--- src/rtl/muldiv_unit.sv ---
// Iterative RV32M multiply/divide unit: 32-cycle shift-add multiply / restoring divide
// on operand magnitudes, sign fix-up stage, valid/ready result handshake to writeback.
module muldiv_unit #(
   parameter int XLEN  = 32,
   parameter int TAG_W = 5
) (
   input  logic             clk,
   input  logic             rst,
   input  logic             flush,
   input  logic             in_valid,
   output logic             in_ready,
   input  logic [2:0]       in_funct3,
   input  logic [XLEN-1:0]  in_rs1,
   input  logic [XLEN-1:0]  in_rs2,
   input  logic [TAG_W-1:0] in_tag,
   output logic             out_valid,
   input  logic             out_ready,
   output logic [XLEN-1:0]  out_result,
   output logic [TAG_W-1:0] out_tag,
   output logic             busy
);

   typedef enum logic [1:0] {IDLE, CALC, FIX, DONE} state_t;

   typedef enum logic [2:0] {
      F3_MUL   = 3'd0,
      F3_MULH  = 3'd1,
      F3_MULSU = 3'd2,
      F3_MULU  = 3'd3,
      F3_DIV   = 3'd4,
      F3_DIVU  = 3'd5,
      F3_REM   = 3'd6,
      F3_REMU  = 3'd7
   } funct3_t;

   localparam logic [XLEN-1:0] INT_MIN = {1'b1, {(XLEN-1){1'b0}}};

   state_t            state, state_next;
   funct3_t           op_r;
   logic              sign_a_r, neg_r;
   logic [XLEN-1:0]   b_r, hi, lo;
   logic [5:0]        cnt;

   logic              accept, sign_a_in, sign_b_in, div_zero, div_ovf, fast_in;
   logic [XLEN-1:0]   fast_res;
   logic [XLEN:0]     mul_sum, div_shift;
   logic              div_ge;
   logic [XLEN-1:0]   div_rem_next;
   logic [2*XLEN-1:0] prod_signed;
   logic [XLEN-1:0]   fix_res;

   // Issue-side decode: operand signs, fast-path detection and fast-path result
   always_comb begin
      in_ready  = !rst && (state == IDLE);
      busy      = (state != IDLE);
      accept    = in_valid && in_ready && !flush;
      sign_a_in = in_rs1[XLEN-1] && (in_funct3 == F3_MULH || in_funct3 == F3_MULSU ||
                                     in_funct3 == F3_DIV  || in_funct3 == F3_REM);
      sign_b_in = in_rs2[XLEN-1] && (in_funct3 == F3_MULH || in_funct3 == F3_DIV ||
                                     in_funct3 == F3_REM);
      div_zero  = in_funct3[2] && (in_rs2 == '0);
      div_ovf   = (in_funct3 == F3_DIV || in_funct3 == F3_REM) &&
                  (in_rs1 == INT_MIN) && (in_rs2 == '1);
      fast_in   = div_zero || div_ovf;
      if (div_zero)
         fast_res = in_funct3[1] ? in_rs1 : '1;
      else
         fast_res = in_funct3[1] ? '0 : INT_MIN;
   end

   // Iteration datapath; hi/lo double as product halves or remainder/quotient
   always_comb begin
      mul_sum      = {1'b0, hi} + (lo[0] ? {1'b0, b_r} : '0);
      div_shift    = {hi, lo[XLEN-1]};
      div_ge       = (div_shift >= {1'b0, b_r});
      div_rem_next = div_ge ? XLEN'(div_shift - {1'b0, b_r}) : div_shift[XLEN-1:0];
      prod_signed  = neg_r ? -{hi, lo} : {hi, lo};
      fix_res      = '0;
      case (op_r)
         F3_MUL:                      fix_res = prod_signed[XLEN-1:0];
         F3_MULH, F3_MULSU, F3_MULU:  fix_res = prod_signed[2*XLEN-1:XLEN];
         F3_DIV, F3_DIVU:             fix_res = neg_r ? -lo : lo;
         F3_REM, F3_REMU:             fix_res = sign_a_r ? -hi : hi;
         default:                     fix_res = '0;
      endcase
   end

   always_ff @(posedge clk) begin
      if (rst)
         state <= IDLE;
      else
         state <= state_next;
   end

   always_comb begin
      state_next = state;
      case (state)
         IDLE: if (accept) state_next = fast_in ? DONE : CALC;
         CALC: if (cnt == 6'(XLEN-1)) state_next = FIX;
         FIX:  state_next = DONE;
         DONE: if (out_valid && out_ready) state_next = IDLE;
         default: state_next = IDLE;
      endcase
      if (flush)
         state_next = IDLE;
   end

   always_ff @(posedge clk) begin
      if (rst) begin
         op_r       <= F3_MUL;
         sign_a_r   <= 1'b0;
         neg_r      <= 1'b0;
         b_r        <= '0;
         hi         <= '0;
         lo         <= '0;
         cnt        <= '0;
         out_valid  <= 1'b0;
         out_result <= '0;
         out_tag    <= '0;
      end else begin
         case (state)
            IDLE: begin
               if (accept) begin
                  op_r     <= funct3_t'(in_funct3);
                  sign_a_r <= sign_a_in;
                  neg_r    <= sign_a_in ^ sign_b_in;
                  b_r      <= sign_b_in ? -in_rs2 : in_rs2;
                  lo       <= sign_a_in ? -in_rs1 : in_rs1;
                  hi       <= '0;
                  cnt      <= '0;
                  out_tag  <= in_tag;
                  if (fast_in)
                     out_result <= fast_res;
               end
            end
            CALC: begin
               cnt <= cnt + 6'd1;
               if (op_r[2]) begin
                  hi <= div_rem_next;
                  lo <= {lo[XLEN-2:0], div_ge};
               end else begin
                  hi <= mul_sum[XLEN:1];
                  lo <= {mul_sum[0], lo[XLEN-1:1]};
               end
            end
            FIX:     out_result <= fix_res;
            default: ;
         endcase

         // out_valid trails DONE entry by one register stage
         if (flush || (out_valid && out_ready))
            out_valid <= 1'b0;
         else if (state == DONE)
            out_valid <= 1'b1;
      end
   end

endmodule

--- config.mk ---
export PLATFORM = sky130hd
export DESIGN_NAME = muldiv_unit
export DESIGN_NICKNAME = d
export VERILOG_FILES = /design/src/rtl/muldiv_unit.sv
export SDC_FILE = /design/constraint.sdc
export NUM_CORES = 1
export LEC_CHECK = 0
export CAP_MARGIN = 10
export CORE_ASPECT_RATIO = 2
export CORE_MARGIN = 1
export CORE_UTILIZATION = 45
export CTS_BUF_LIST = sky130_fd_sc_hd__clkbuf_8
export DETAILED_ROUTE_END_ITERATION = 8
export PLACE_DENSITY_LB_ADDON = 0.25
export SETUP_SLACK_MARGIN = 0.4
export SYNTH_ARGS = -nofsm -noshare
export SYNTH_HDL_FRONTEND = slang
export SYNTH_SLANG_ARGS = --single-unit
--- constraint.sdc ---
create_clock -name clk -period 5.12 [get_ports clk]
set_clock_uncertainty 0.2 [all_clocks]
set_input_delay 1.024 -clock clk [delete_from_list [all_inputs] [get_ports clk]]
set_output_delay 1.024 -clock clk [all_outputs]
set_load 0.01 [all_outputs]
After elaboration in Yosys (flattened, before gate mapping) --
Index checks and enable logic that the tools add are counted.
Word-level totals: bits in registers 147, output and inout bits 40, word-level logic and storage cells 103, input port bits 77
Cells by class: bitwise logic cells 1, equal/unequal tests 21, magnitude comparators 1, mux-type cells 27, $add $sub $neg 8, reduce and logical (&&, ||, !) cells 34
Operators with widths (count):
- $mux W32 | 15
- $pmux W32 S2 | 3
- $neg A32 Y32 | 4
- $pmux W32 S4 | 1
- $eq A32 B32 Y1 const B | 2
- $mux W64 | 1
- $neg A64 Y64 | 1
- $add A32 B32 Y33 | 1
- $ge A33 B32 Y1 | 1
- $logic_not A32 Y1 | 1
- $sub A32 B32 Y32 | 1
- $eq A3 B3 Y1 const B | 6
- $pmux W6 S2 | 1
- $eq A3 B2 Y1 const B | 3
- $logic_and A1 B1 Y1 | 9
- $logic_or A1 B1 Y1 | 8
- $mux W2 | 4
- $ne A2 B2 Y1 const B | 4
- $pmux W2 S4 | 1
- $reduce_or A2 Y1 | 4
- $add A6 B1 Y6 const B | 1
- $eq A3 B1 Y1 const B | 2
- $eq A6 B5 Y1 const B | 1
- $mux W6 | 1
- 10 further kinds | 16

Logic depth before layout (Yosys ltp) --
Gate-level depths: netlist of the first run.
depth after elaboration 8, gate-level depth with buffers 15, mapped depth without buffers 13

Worst setup path before layout of the first run --
No wires, ideal clock.
kind input -> register, start point input port in_rs2[8], end point register out_result[23], path buffers 1, setup time 0.132 ns, required time 4.788 ns, stages 9, data arrival time 3.430 ns, path slack 1.359 ns, cells stage by stage or2_2 > nor3_1 > nor4b_1 > nand4_1 > o21ai_0 > a22oi_1 > clkbuf_1 > a2111oi_0 > nor3_1
Between the ends: word-level cells in the longest chain between the ends 6
RTL lines:
- start: declaration | RTL line 14 | input logic [XLEN-1:0] in_rs2,
- $logic_not A32 Y1 | RTL line 61 | div_zero = in_funct3[2] && (in_rs2 == '0);
- $logic_and A1 B1 Y1 | RTL line 61
- $mux W32 | RTL line 65 | if (div_zero)
- $mux W32 | RTL line 132 | if (fast_in)
- $mux W32 | RTL line 123 | if (accept) begin
- $pmux W32 S2 | RTL line 121 | case (state)
- end signal: assignment | RTL line 133 | out_result <= fast_res;
- end signal: assignment | RTL line 146 | FIX: out_result <= fix_res;
- end: declaration | RTL line 18 | output logic [XLEN-1:0] out_result,
Several ways; a longest one is shown, not always the timed one. The select of a mux whose other input is x is not followed. A chain may end at the register's enable or synchronous reset.

Final worst setup path of the first run --
start point register lo[31], end point register hi[30]
Between the ends: word-level cells in the longest chain between the ends 4
RTL lines:
- start: declaration | RTL line 41 | logic [XLEN-1:0] b_r, hi, lo;
- start signal: assignment | RTL line 128 | lo <= sign_a_in ? -in_rs1 : in_rs1;
- start signal: assignment | RTL line 140 | lo <= {lo[XLEN-2:0], div_ge};
- start signal: assignment | RTL line 143 | lo <= {mul_sum[0], lo[XLEN-1:1]};
- $sub A32 B32 Y32 or $ge A33 B32 Y1 (tied branches) | RTL line 76, 75
- $mux W32 * | RTL line 76 | div_rem_next = div_ge ? XLEN'(div_shift - {1'b0, b_r}) : div_shift[XLEN-1:0];
- $mux W32 * | RTL line 138 | if (op_r[2]) begin
- $pmux W32 S2 * | RTL line 121
- end signal: assignment | RTL line 139 | hi <= div_rem_next;
- end signal: assignment | RTL line 142 | hi <= mul_sum[XLEN:1];
- end: declaration | RTL line 41
Mark *: on every way between the ends. The rest lies on a longest branch, timed or not.

==> metrics.md, run 1 <==
| Metric | Value |
|---|---|
| Status | `finished, final reports clean` |
| Post-Syn Instances | `between 1500 and 2000` |
| Post-CTS resize count | `0` |
| CTS tree | `built` |
| Tcrit/Tclk final | `between 80% and 90%` |
| Commonest non-fill, non-tap cell in the layout | `nor2_1` |
| Layout fillers | `approximately 3200` |
| Die Y | `roughly 250 um` |
| P per Cell Area | `200 nW/um2` |
| Crit Path Class | `reg2reg` |
| Largest net degree at the start of global routing | `64` |
| Flop pwr share | `about 38%` |
| H-tree depth | `4` |
| CTS sink cnt | `147` |
| Seq/Total Area, Yosys | `20.8%` |
| Final wirelength | `approximately 55000 um` |
| Placed wire-length estimate | `approximately 42000 um` |
| Max IR drop VDD | `roughly 0.00019 V` |
| PnR Total Power | `3.22 mW` |
| Inserted Clock Buffers | `17` |
| Fmax | `about 0.23 GHz` |
| First-pass GRT wire length | `around 85000 um` |
| GRT Total Usage | `a little over a third` |
| Number of global-route vias before repair | `~15000` |
| Fraction of layout cells with a size suffix above 1 | `under 10%` |
| Die area | `32300 um2` |
| CTS clk-pin slew, worst paths | `100 ps` |
| Later-pin clock latency in the skew report | `between 500 and 600 ps` |
| Tmin final | `4370 ps` |
| Count of cell types in the netlist | `73` |
| Post-synth top flop | `dfxtp_1` |
| Buffers on Ports | `between 100 and 150` |
| Cts hold-fix bufs | `0` |
| Critical path capture point type | `flip-flop` |
| Ports | `117` |
| Drt wl/cell | `roughly 23 um` |
| Starting DRT DRC Count | `roughly 1000` |
| Setup bufs post-CTS | `0` |
| Drt first pass iters | `6` |
| Vias | `around 15000` |
| CP Launch Type | `flip-flop` |
| Residual DRC count | `0` |
| Switching share of total power | `34.3%` |
| Int Pwr | `about 2.1 mW` |
| HP Start | `b_r[31]` |
| Longest Clk Path Bufs | `2` |
| Initial antenna violation count | `1` |
| Synth warnings | `0` |
| Final hold violations | `0` |
| Via/cell ratio | `roughly 6.2` |
| Initial cell density of the core | `a little under half` |
| Rows | `91` |
| Unrepaired setup endpoints after global routing | `false` |
| Critical path data arrival time | `4570 ps` |
| EDFF count, synth | `0` |
| Slew headroom | `about 16%` |
| DRT antenna net count | `0` |
| Sw Pwr | `roughly 1.1 mW` |
| Avg Inst Size Synth | `7.19 um2` |
| Hold crit path type | `reg2reg` |
| Most frequent cells in the layout | `185 x nor2_1, 184 x nand2_1, 169 x o21ai_0, 145 x dfxtp_1, 131 x a21oi_1` |
| Clock root cell | `clkbuf_8` |
| Gate power share | `around 28%` |
| P_leak | `approximately 6.0 nW` |
| Final setup violating endpoints | `0` |
| Final #Nets | `~2200` |
| Overflow after GRT | `0` |
| Origin of the critical flop-to-flop path | `lo[31]` |
| RePlAce Congestion | `~1` |
| Worst setup path startpoint | `lo[31]` |
| Width of the die | `around 130 um` |
| Worst-Margin Slew | `around 1300 ps` |
| Syn nets | `between 2000 and 2500` |
| Core footprint | `between 30000 and 40000 um2` |
| Required time of the critical path | `5310 ps` |
| Max cap viols | `0` |
| Synthesized flop and latch total | `147` |
| Clock network fraction of total power | `34.5%` |
| P&R area growth vs syn | `13.8%` |
| Max FO, Critical Path | `4` |
| Setup TNS | `0 ps` |
| Async SR Flop Fraction | `0%` |
| Post-Syn Area | `roughly 14000 um2` |
| Slew Viols, Final | `0` |
[metrics by stage]
step | setup WS, ps | util [%] | cells | hold slack [ps] | area (um2)
floorplan | 1360 | - | 1972 | 232 | 14200
finish | 749 | 52.1 | 2433 | 271 | 16100
global route | 526 | 52.1 | 2433 | 320 | 16100
CTS | 876 | 52.1 | 2432 | 266 | 16100
global placement | 482 | 50.6 | 2401 | 244 | 15700
detailed placement | 461 | 50.6 | 2401 | 255 | 15700
[power by group through the flow]
stage          sequential, mW  combinational (mW)  clock (mW)
2_1_floorplan            1.22               0.588           0
5_1_grt                  1.22               0.975        1.16
3_3_place_gp             1.24               0.875           0
6_report                 1.21               0.901        1.11
4_1_cts                  1.21               0.886        1.12
3_5_place_dp             1.24               0.882           0
[worst paths after layout]
check | slack, ps | cells past startpoint | end
max | 750 | 15 | hi[30]
min | 270 | 2 | b_r[31]
max reg2reg | 750 | 15 | hi[30]
min reg2reg | 270 | 2 | b_r[31]
[flip-flops by register name, indices dropped and copies added, names as in the netlist]
| register | count |
|---|---|
| b_r | 32 |
| cnt | 6 |
| hi | 32 |
| lo | 32 |
| neg_r | 1 |
| op_r | 3 |
| out_result | 32 |
| out_tag | 5 |
| out_valid | 1 |
| sign_a_r | 1 |
| state | 2 |
[critical path, cell delays in order (launching register included)]
cell and delay (ps):
dfxtp_1 540, inv_1 300, ha_1 320, inv_1 80
fa_1 250, a211oi_1 100, o21ai_0 450, nand3_1 370
a21oi_1 230, buf_4 150, o21ai_0 120, buf_4 180
mux2i_1 120, o31a_1 350, a2111oi_0 370, a2111oi_0 110
[final cells by class]
cell class                 instances  area (um2)  area share [%]
antenna                            1        2.50          0.0155
clock inverter                    13         206            1.28
timing repair buffer             159        1510            9.34
clock buffer                      18         248            1.54
tap                              418         523            3.24
inverter                          77         289            1.79
multi-input combinational       1600       10400            64.5
sequential                       147        2950            18.3
[metal layers]
metal / share of wire (%) / up-vias / track usage (%)
met2: 51 / 584 / 62.9
met4: 9.8 / 0 / 32.1
met3: 4.9 / 240 / 5.81
li1: - / 7222 / -
met1: 34 / 7134 / 33.2
met5: 0 / - / 0
[logic make-up after synthesis]
kind of cell / share of synthesized area [%]
XOR/XNOR: 11.6
AND/OR/NAND/NOR: 22.5
multiplexers: 4.53
adder cells (fa/ha/maj): 6.90
buffers and inverters: 6.09
flip-flops: 20.8
AO/OA/AOI/OAI: 27.6
[cells in the mapped netlist (all sizes together) (7+ instances only)]
library cell | number | share of area (%)
buf | 17 | 0.57
a22oi | 24 | 1.3
nand3 | 44 | 1.6
xor2 | 78 | 4.8
or4 | 17 | 0.93
a21o | 32 | 1.7
a2111oi | 7 | 0.43
a21oi | 132 | 4.7
nand2b | 17 | 0.75
a31oi | 19 | 0.84
o211ai | 41 | 2.2
o31ai | 27 | 1.4
mux2i | 63 | 4.4
o41ai | 18 | 1.2
a221oi | 11 | 0.72
o21ai | 173 | 6.1
xnor2 | 110 | 6.8
nor4 | 17 | 0.75
o21a | 14 | 0.74
nor3 | 55 | 1.9
or3 | 47 | 2.1
a211oi | 32 | 1.7
inv | 77 | 2.0
nor2 | 186 | 4.9
ha | 75 | 6.6
o22ai | 13 | 0.57
o21bai | 8 | 0.42
nor2b | 11 | 0.54
nand3b | 12 | 0.64
and3 | 12 | 0.53
clkbuf | 131 | 3.5
nand4 | 25 | 1.1
or2 | 12 | 0.53
a311oi | 10 | 0.62
nand2 | 184 | 4.9
dfxtp | 147 | 21
No activity file was read; power rests on OpenSTA's default activity.
==> inputs of run 2 (changes only) <==
- GPL_TIMING_DRIVEN: not set -> 0
==> run 2 against run 1 <==
  * Utilization is 1.2 points higher
  * Sequential power hardly changed
  * Final cell count increased by 4.6%
  * Sequential share of layout area decreased by 0.42 points
  * Combinational power increased by 12%
  * First-iteration DRC count grew 21%
  * Via count rose by 7.3%
  * Cell area rose by 2.3%
  * Global-route usage rose by 7.5 points
  * Largest power group unchanged
  * Highest routed layer is now met5
==> metrics.md, run 2 (same netlist as run 1, synthesis figures left out) <==
| Metric | Value |
|---|---|
| Buffers on Ports | `116 (unchanged)` |
| Overflow after GRT | `0 (unchanged)` |
| Longest Clk Path Bufs | `2 (unchanged)` |
| GRT Total Usage | `42.4% (was 34.8%)` |
| Unrepaired setup endpoints after global routing | `true (was false)` |
| Status | `finished, final reports clean (unchanged)` |
| Die area | `32300 um2 (unchanged)` |
| Worst-Margin Slew | `1200 ps (was 1250 ps)` |
| Width of the die | `128 um (unchanged)` |
| DRT antenna net count | `0 (unchanged)` |
| Final #Nets | `2266 (was 2156)` |
| PnR Total Power | `3.30 mW (was 3.22 mW)` |
| Slew headroom | `20.1% (was 16.4%)` |
| Initial antenna violation count | `2 (was 1)` |
| Starting DRT DRC Count | `1262 (was 1043)` |
| RePlAce Congestion | `1.03 (was 0.973)` |
| Critical path capture point type | `flip-flop (unchanged)` |
| Number of global-route vias before repair | `16400 (was 15200)` |
| Inserted Clock Buffers | `17 (unchanged)` |
| Ports | `117 (unchanged)` |
| Via/cell ratio | `6.40 (was 6.24)` |
| Die Y | `253 um (unchanged)` |
| Hold crit path type | `reg2reg (unchanged)` |
| Final Cell Area | `16500 um2 (was 16100 um2)` |
| Slew Viols, Final | `0 (unchanged)` |
| Required time of the critical path | `5300 ps (was 5310 ps)` |
| Largest net degree at the start of global routing | `17 (was 64)` |
| Reg-to-reg slack, setup | `500 ps (was 750 ps)` |
| P per Cell Area | `200 nW/um2 (about the same)` |
| Rows | `91 (unchanged)` |
| Final setup violating endpoints | `0 (unchanged)` |
| Slowest CP cell | `or4_1 (was dfxtp_1)` |
| Cts hold-fix bufs | `0 (unchanged)` |
| CP Launch Type | `input port (was flip-flop)` |
| CTS sink cnt | `147 (unchanged)` |
| Max IR drop VDD | `0.000206 V (was 0.000186 V)` |
| Core footprint | `31000 um2 (unchanged)` |
| Drt first pass iters | `5 (was 6)` |
| Final hold violations | `0 (unchanged)` |
| DP Area | `15900 um2 (was 15700 um2)` |
| Fmax | `0.210 GHz (was 0.229 GHz)` |
| H-tree depth | `4 (unchanged)` |
| Clock root cell | `clkbuf_8 (unchanged)` |
| First-pass GRT wire length | `99200 um (was 85100 um)` |
| Crit Path Class | `in2reg (was reg2reg)` |
| Fraction of layout cells with a size suffix above 1 | `4.47% (was 5.31%)` |
| P_leak | `6.09 nW (was 6.03 nW)` |
| Final wirelength | `67600 um (was 55200 um)` |
| Critical path data arrival time | `4940 ps (was 4570 ps)` |
| Slowest stage delay, CP | `600 ps (was 540 ps)` |
| CTS clk-pin slew, worst paths | `90 ps (was 100 ps)` |
| P&R area growth vs syn | `16.4% (was 13.8%)` |
| Residual DRC count | `0 (unchanged)` |
| Most frequent cells in the layout | `184 x nand2_1, 184 x nor2_1, 165 x o21ai_0, 147 x dfxtp_1, 132 x a21oi_1 (was 185 x nor2_1, 184 x nand2_1, 169 x o21ai_0, 145 x dfxtp_1, 131 x a21oi_1)` |
| Vias | `16300 (was 15200)` |
| Initial cell density of the core | `45.8% (unchanged)` |
| CTS tree | `built (unchanged)` |
| Tmin final | `4760 ps (was 4370 ps)` |
| Max cap viols | `0 (unchanged)` |
| Drt wl/cell | `26.5 um (was 22.7 um)` |
| Worst path cell trace | `clkdlybuf4s50_1, or4_1, or3_1, nor2_2, nand4_1, o21ai_2, a22oi_2, clkbuf_2, a211oi_4, nor3_1 (was inv_1, ha_1, inv_1, fa_1, a211oi_1, o21ai_0, nand3_1, a21oi_1, buf_4, o21ai_0, buf_4, mux2i_1, o31a_1, a2111oi_0, a2111oi_0)` |
| Placed wire-length estimate | `53400 um (was 42300 um)` |
| Max FO, Critical Path | `10 (was 4)` |
| Later-pin clock latency in the skew report | `540 ps (was 530 ps)` |
| Tcrit/Tclk final | `93.0% (was 85.4%)` |
## run 2: worst paths after layout
| path | cells after the start | end | from |
|---|---|---|---|
| min | 2 | b_r[31] | b_r[31] |
| max | 10 | out_result[4] | in_rs1[24] |
| min reg2reg | 2 | b_r[31] | b_r[31] |
| max reg2reg | 13 | hi[30] | lo[31] |
## run 2: worst max-delay path, delay by kind of cell
| family | cells | cell delay, ps |
|---|---|---|
| simple gates | 5 | 1740 |
| compound gates | 3 | 1240 |
| buf+inv | 2 | 890 |
## run 2: timing repair
| item | CTS | global route |
|---|---|---|
| buffers inserted | 4 | 0 |
| cloned | 0 | 0 |
| resized for setup | 23 | 17 |
| endpoints found under the setup margin | 49 | 36 |
| pin swaps | 2 | 1 |
## run 2: final cells by class
| cell class | instances | area [um2] |
|---|---|---|
| antenna | 2 | 5.00 |
| buffer | 148 | 588 |
| clock buffer | 19 | 262 |
| clock inverter | 13 | 173 |
| fill | 3151 | 14500 |
| inverter | 77 | 289 |
| multi-input combinational | 1600 | 10500 |
| sequential | 147 | 2940 |
| tap | 418 | 523 |
| timing repair buffer | 121 | 1200 |
## run 2: report_power, final
| group | leakage (nW) | internal [mW] | total, mW | switching, mW |
|---|---|---|---|---|
| Sequential | 1.19 | 1.18 | 1.20 | 0.0248 |
| Clock | 0.217 | 0.516 | 1.09 | 0.572 |
| Combinational | 4.68 | 0.354 | 1.01 | 0.656 |
## run 2: per-layer routing
metal	up-vias	wire length (um)	global-route usage (%)
li1	7442	-	-
met1	7631	20900	35.9
met2	826	33200	74.3
met3	388	4240	9.99
met4	2	9160	50.9
met5	-	11	0
## run 2: per-stage QoR
| stage | setup TNS (ps) | hold WS, ps | util [%] | setup slack, ps | std cells |
|---|---|---|---|---|---|
| 2_1_floorplan | 0 | 232 | - | 1360 | 1972 |
| 3_3_place_gp | -35840 | 241 | 51.2 | -1770 | 2506 |
| 3_5_place_dp | -34760 | 254 | 51.3 | -1730 | 2506 |
| 4_1_cts | 0 | 266 | 53.0 | 400 | 2542 |
| 5_1_grt | 0 | 296 | 53.3 | 347 | 2544 |
| 6_report | 0 | 267 | 53.3 | 358 | 2545 |
==> inputs of run 3 (changes only) <==
- RECOVER_POWER: not set -> 100
==> run 3 against run 2 <==
  * Global-route usage unchanged
  * The flow now finishes with violations (max-capacitance violations, max-slew violations)
  * Sequential share of layout area hardly changed
  * Total power decreased by 0.23%
  * Critical path depth is the same
  * Cell area down 0.24%
  * Clock power about the same
  * Worst setup slack worse by 230 ps
  * Largest power group unchanged
==> metrics.md, run 3 (same netlist as run 1, synthesis figures left out) <==
| Metric | Value |
|---|---|
| Status | `complete, but fails checks (was finished, final reports clean)` |
| Failing checks | `max-capacitance violations, max-slew violations` |
| P per Cell Area | `200 nW/um2 (about the same)` |
| Drt wl/cell | `26.5 um (about the same)` |
| Critical path data arrival time | `5170 ps (was 4940 ps)` |
| Critical path capture point type | `flip-flop (unchanged)` |
| Crit Path Class | `in2reg (unchanged)` |
| HP Start | `b_r[31] (unchanged)` |
| Post-place setup slack | `-1730 ps (unchanged)` |
| Fraction of layout cells with a size suffix above 1 | `4.14% (was 4.47%)` |
| Hold Path Depth | `2 (unchanged)` |
| Rows | `91 (unchanged)` |
| P_leak | `6.20 nW (was 6.09 nW)` |
| Max cap viols | `1 (was 0)` |
| First-pass GRT wire length | `99200 um (unchanged)` |
| Origin of the critical flop-to-flop path | `b_r[12] (was lo[31])` |
| P&R area growth vs syn | `16.1% (was 16.4%)` |
| Die Y | `253 um (unchanged)` |
| Number of global-route vias before repair | `16400 (unchanged)` |
| Buffers on Ports | `116 (unchanged)` |
| Later-pin clock latency in the skew report | `530 ps (was 540 ps)` |
| Inserted Clock Buffers | `17 (unchanged)` |
| Most frequent cells in the layout | `185 x nor2_1, 184 x nand2_1, 168 x o21ai_0, 147 x dfxtp_1, 132 x a21oi_1 (was 184 x nand2_1, 184 x nor2_1, 165 x o21ai_0, 147 x dfxtp_1, 132 x a21oi_1)` |
| Initial cell density of the core | `45.8% (unchanged)` |
| H-tree depth | `4 (unchanged)` |
| Slew Viols, Final | `7 (was 0)` |
| Final WS setup | `129 ps (was 358 ps)` |
| Hold crit path type | `reg2reg (unchanged)` |
| Sw Pwr | `1.25 mW (about the same)` |
| DRT antenna net count | `0 (unchanged)` |
| Commonest non-fill, non-tap cell in the layout | `nor2_1` |
| Max FO, Critical Path | `10 (unchanged)` |
| Fmax | `0.200 GHz (was 0.210 GHz)` |
| Core Util, Final | `53.1% (was 53.3%)` |
| Flop pwr share | `36.5% (was 36.4%)` |
| Final wirelength | `67400 um (was 67600 um)` |
| Tmin final | `4990 ps (was 4760 ps)` |
| Initial antenna violation count | `2 (unchanged)` |
| Required time of the critical path | `5300 ps (about the same)` |
| Final Cell Area | `16500 um2 (about the same)` |
| DP Area | `15900 um2 (unchanged)` |
| Final setup violating endpoints | `0 (unchanged)` |
| Tcrit/Tclk final | `97.5% (was 93.0%)` |
| Die area | `32300 um2 (unchanged)` |
| Layout fillers | `3161 (was 3151)` |
| Placed wire-length estimate | `53400 um (unchanged)` |
| Width of the die | `128 um (unchanged)` |
| CTS tree | `built (unchanged)` |
| CP Launch Type | `input port (unchanged)` |
| Worst r2r path cells | `12 (was 13)` |
| Gate power share | `30.6% (about the same)` |
| CTS sink cnt | `147 (unchanged)` |
| Cts hold-fix bufs | `0 (unchanged)` |
| Via/cell ratio | `6.40 (about the same)` |
| Drt first pass iters | `8 (was 5)` |
| Final hold violations | `0 (unchanged)` |
| Overflow after GRT | `0 (unchanged)` |
| Core footprint | `31000 um2 (unchanged)` |
| Unrepaired setup endpoints after global routing | `true (unchanged)` |
| Int Pwr | `2.04 mW (was 2.05 mW)` |
| Final #Nets | `2266 (unchanged)` |
| Clock network fraction of total power | `33.0% (about the same)` |
| Longest Clk Path Bufs | `2 (unchanged)` |
| Reg-to-reg slack, setup | `260 ps (was 500 ps)` |
| Worst-Margin Slew | `1650 ps (was 1200 ps)` |
| RePlAce Congestion | `1.03 (unchanged)` |
| Switching share of total power | `37.9% (was 38.0%)` |
| Hold endpoint | `b_r[31] (unchanged)` |
| Residual DRC count | `0 (unchanged)` |
| Vias | `16300 (about the same)` |
| Starting DRT DRC Count | `1344 (was 1262)` |
| GRT Total Usage | `42.4% (unchanged)` |
| Largest net degree at the start of global routing | `17 (unchanged)` |
| Clock root cell | `clkbuf_8 (unchanged)` |
| Ports | `117 (unchanged)` |
| Capturing point of the worst reg2reg path | `hi[27] (was hi[30])` |
| CTS clk-pin slew, worst paths | `100 ps (was 90 ps)` |
| Slew headroom | `-11.0% (was 20.1%)` |
| Max IR drop VDD | `0.000205 V (was 0.000206 V)` |
[run 3: changes by cell type in the layout (fill, tap and decap cells not counted), moves of 2 or more]
cell,change
clkdlybuf4s50_1,-42
dlygate4sd3_1,+42
clkbuf_1,+8
buf_1,-3
o21ai_0,+3
o21ai_1,-3
buf_2,-2
[run 3: worst max-delay path by stage]
| stage | endpoint | slack (ps) | depth (start not counted) | from |
|---|---|---|---|---|
| floorplan | out_result[23] | 1360 | 9 | in_rs2[8] |
| global placement | out_result[2] | -1770 | 9 | in_rs2[8] |
| detailed placement | out_result[4] | -1730 | 10 | in_rs2[8] |
| CTS | hi[29] | 400 | 14 | lo[0] |
| global route | in_ready | 180 | 6 | rst |
| finish | out_result[13] | 130 | 10 | in_rs1[24] |
[run 3: metrics by stage]
stage / instances / hold slack [ps] / setup TNS [ps] / power (mW)
2_1_floorplan: 1972 / 232 / 0 / 1.81
5_1_grt: 2544 / 293 / 0 / 3.38
6_report: 2544 / 271 / 0 / 3.29
3_5_place_dp: 2506 / 254 / -34760 / 2.19
4_1_cts: 2542 / 266 / 0 / 3.25
3_3_place_gp: 2506 / 241 / -35840 / 2.18
[run 3: area by class of cell]
class                   instances  area, um2  area share (%)
well taps                     418        523            3.18
clock buffers                  19        262            1.59
inverters                      77        289            1.76
plain buffers                 148        581            3.53
multi-input cells            1600      10500            63.8
clock inverters                13        173            1.05
diodes                          1       2.50          0.0152
flip-flops and latches        147       2940            17.9
repair buffers                121       1190            7.25
[run 3: layer usage]
metal	up-vias	track usage (%)	share of wire, %
met3	406	9.99	6.3
li1	7439	-	-
met5	-	0	0.016
met4	2	50.9	14
met1	7612	35.9	31
met2	835	74.3	49
[run 3: power by group through the flow]
| stage | Sequential, mW | Combinational (mW) | Clock (mW) |
|---|---|---|---|
| after floorplan | 1.22 | 0.588 | 0 |
| after global placement | 1.23 | 0.954 | 0 |
| after detailed placement | 1.23 | 0.963 | 0 |
| after CTS | 1.20 | 0.971 | 1.08 |
| after global routing | 1.20 | 1.06 | 1.13 |
| final | 1.20 | 1.01 | 1.08 |
[run 3: timing repair]
| action | CTS | global route |
|---|---|---|
| setup endpoints to repair | 49 | 36 |
| setup buffers | 4 | 0 |
| pin swaps | 2 | 1 |
| gates resized for setup | 23 | 17 |
| cloned | 0 | 0 |
[run 3: worst max-delay path: stages]
cell and delay [ps]:
clkdlybuf4s50_1 510, or4_1 600, or3_1 490, nor2_1 410, nand4_1 310, o21ai_2 390
a22oi_2 310, clkbuf_2 360, a221oi_2 640, nor3_1 100
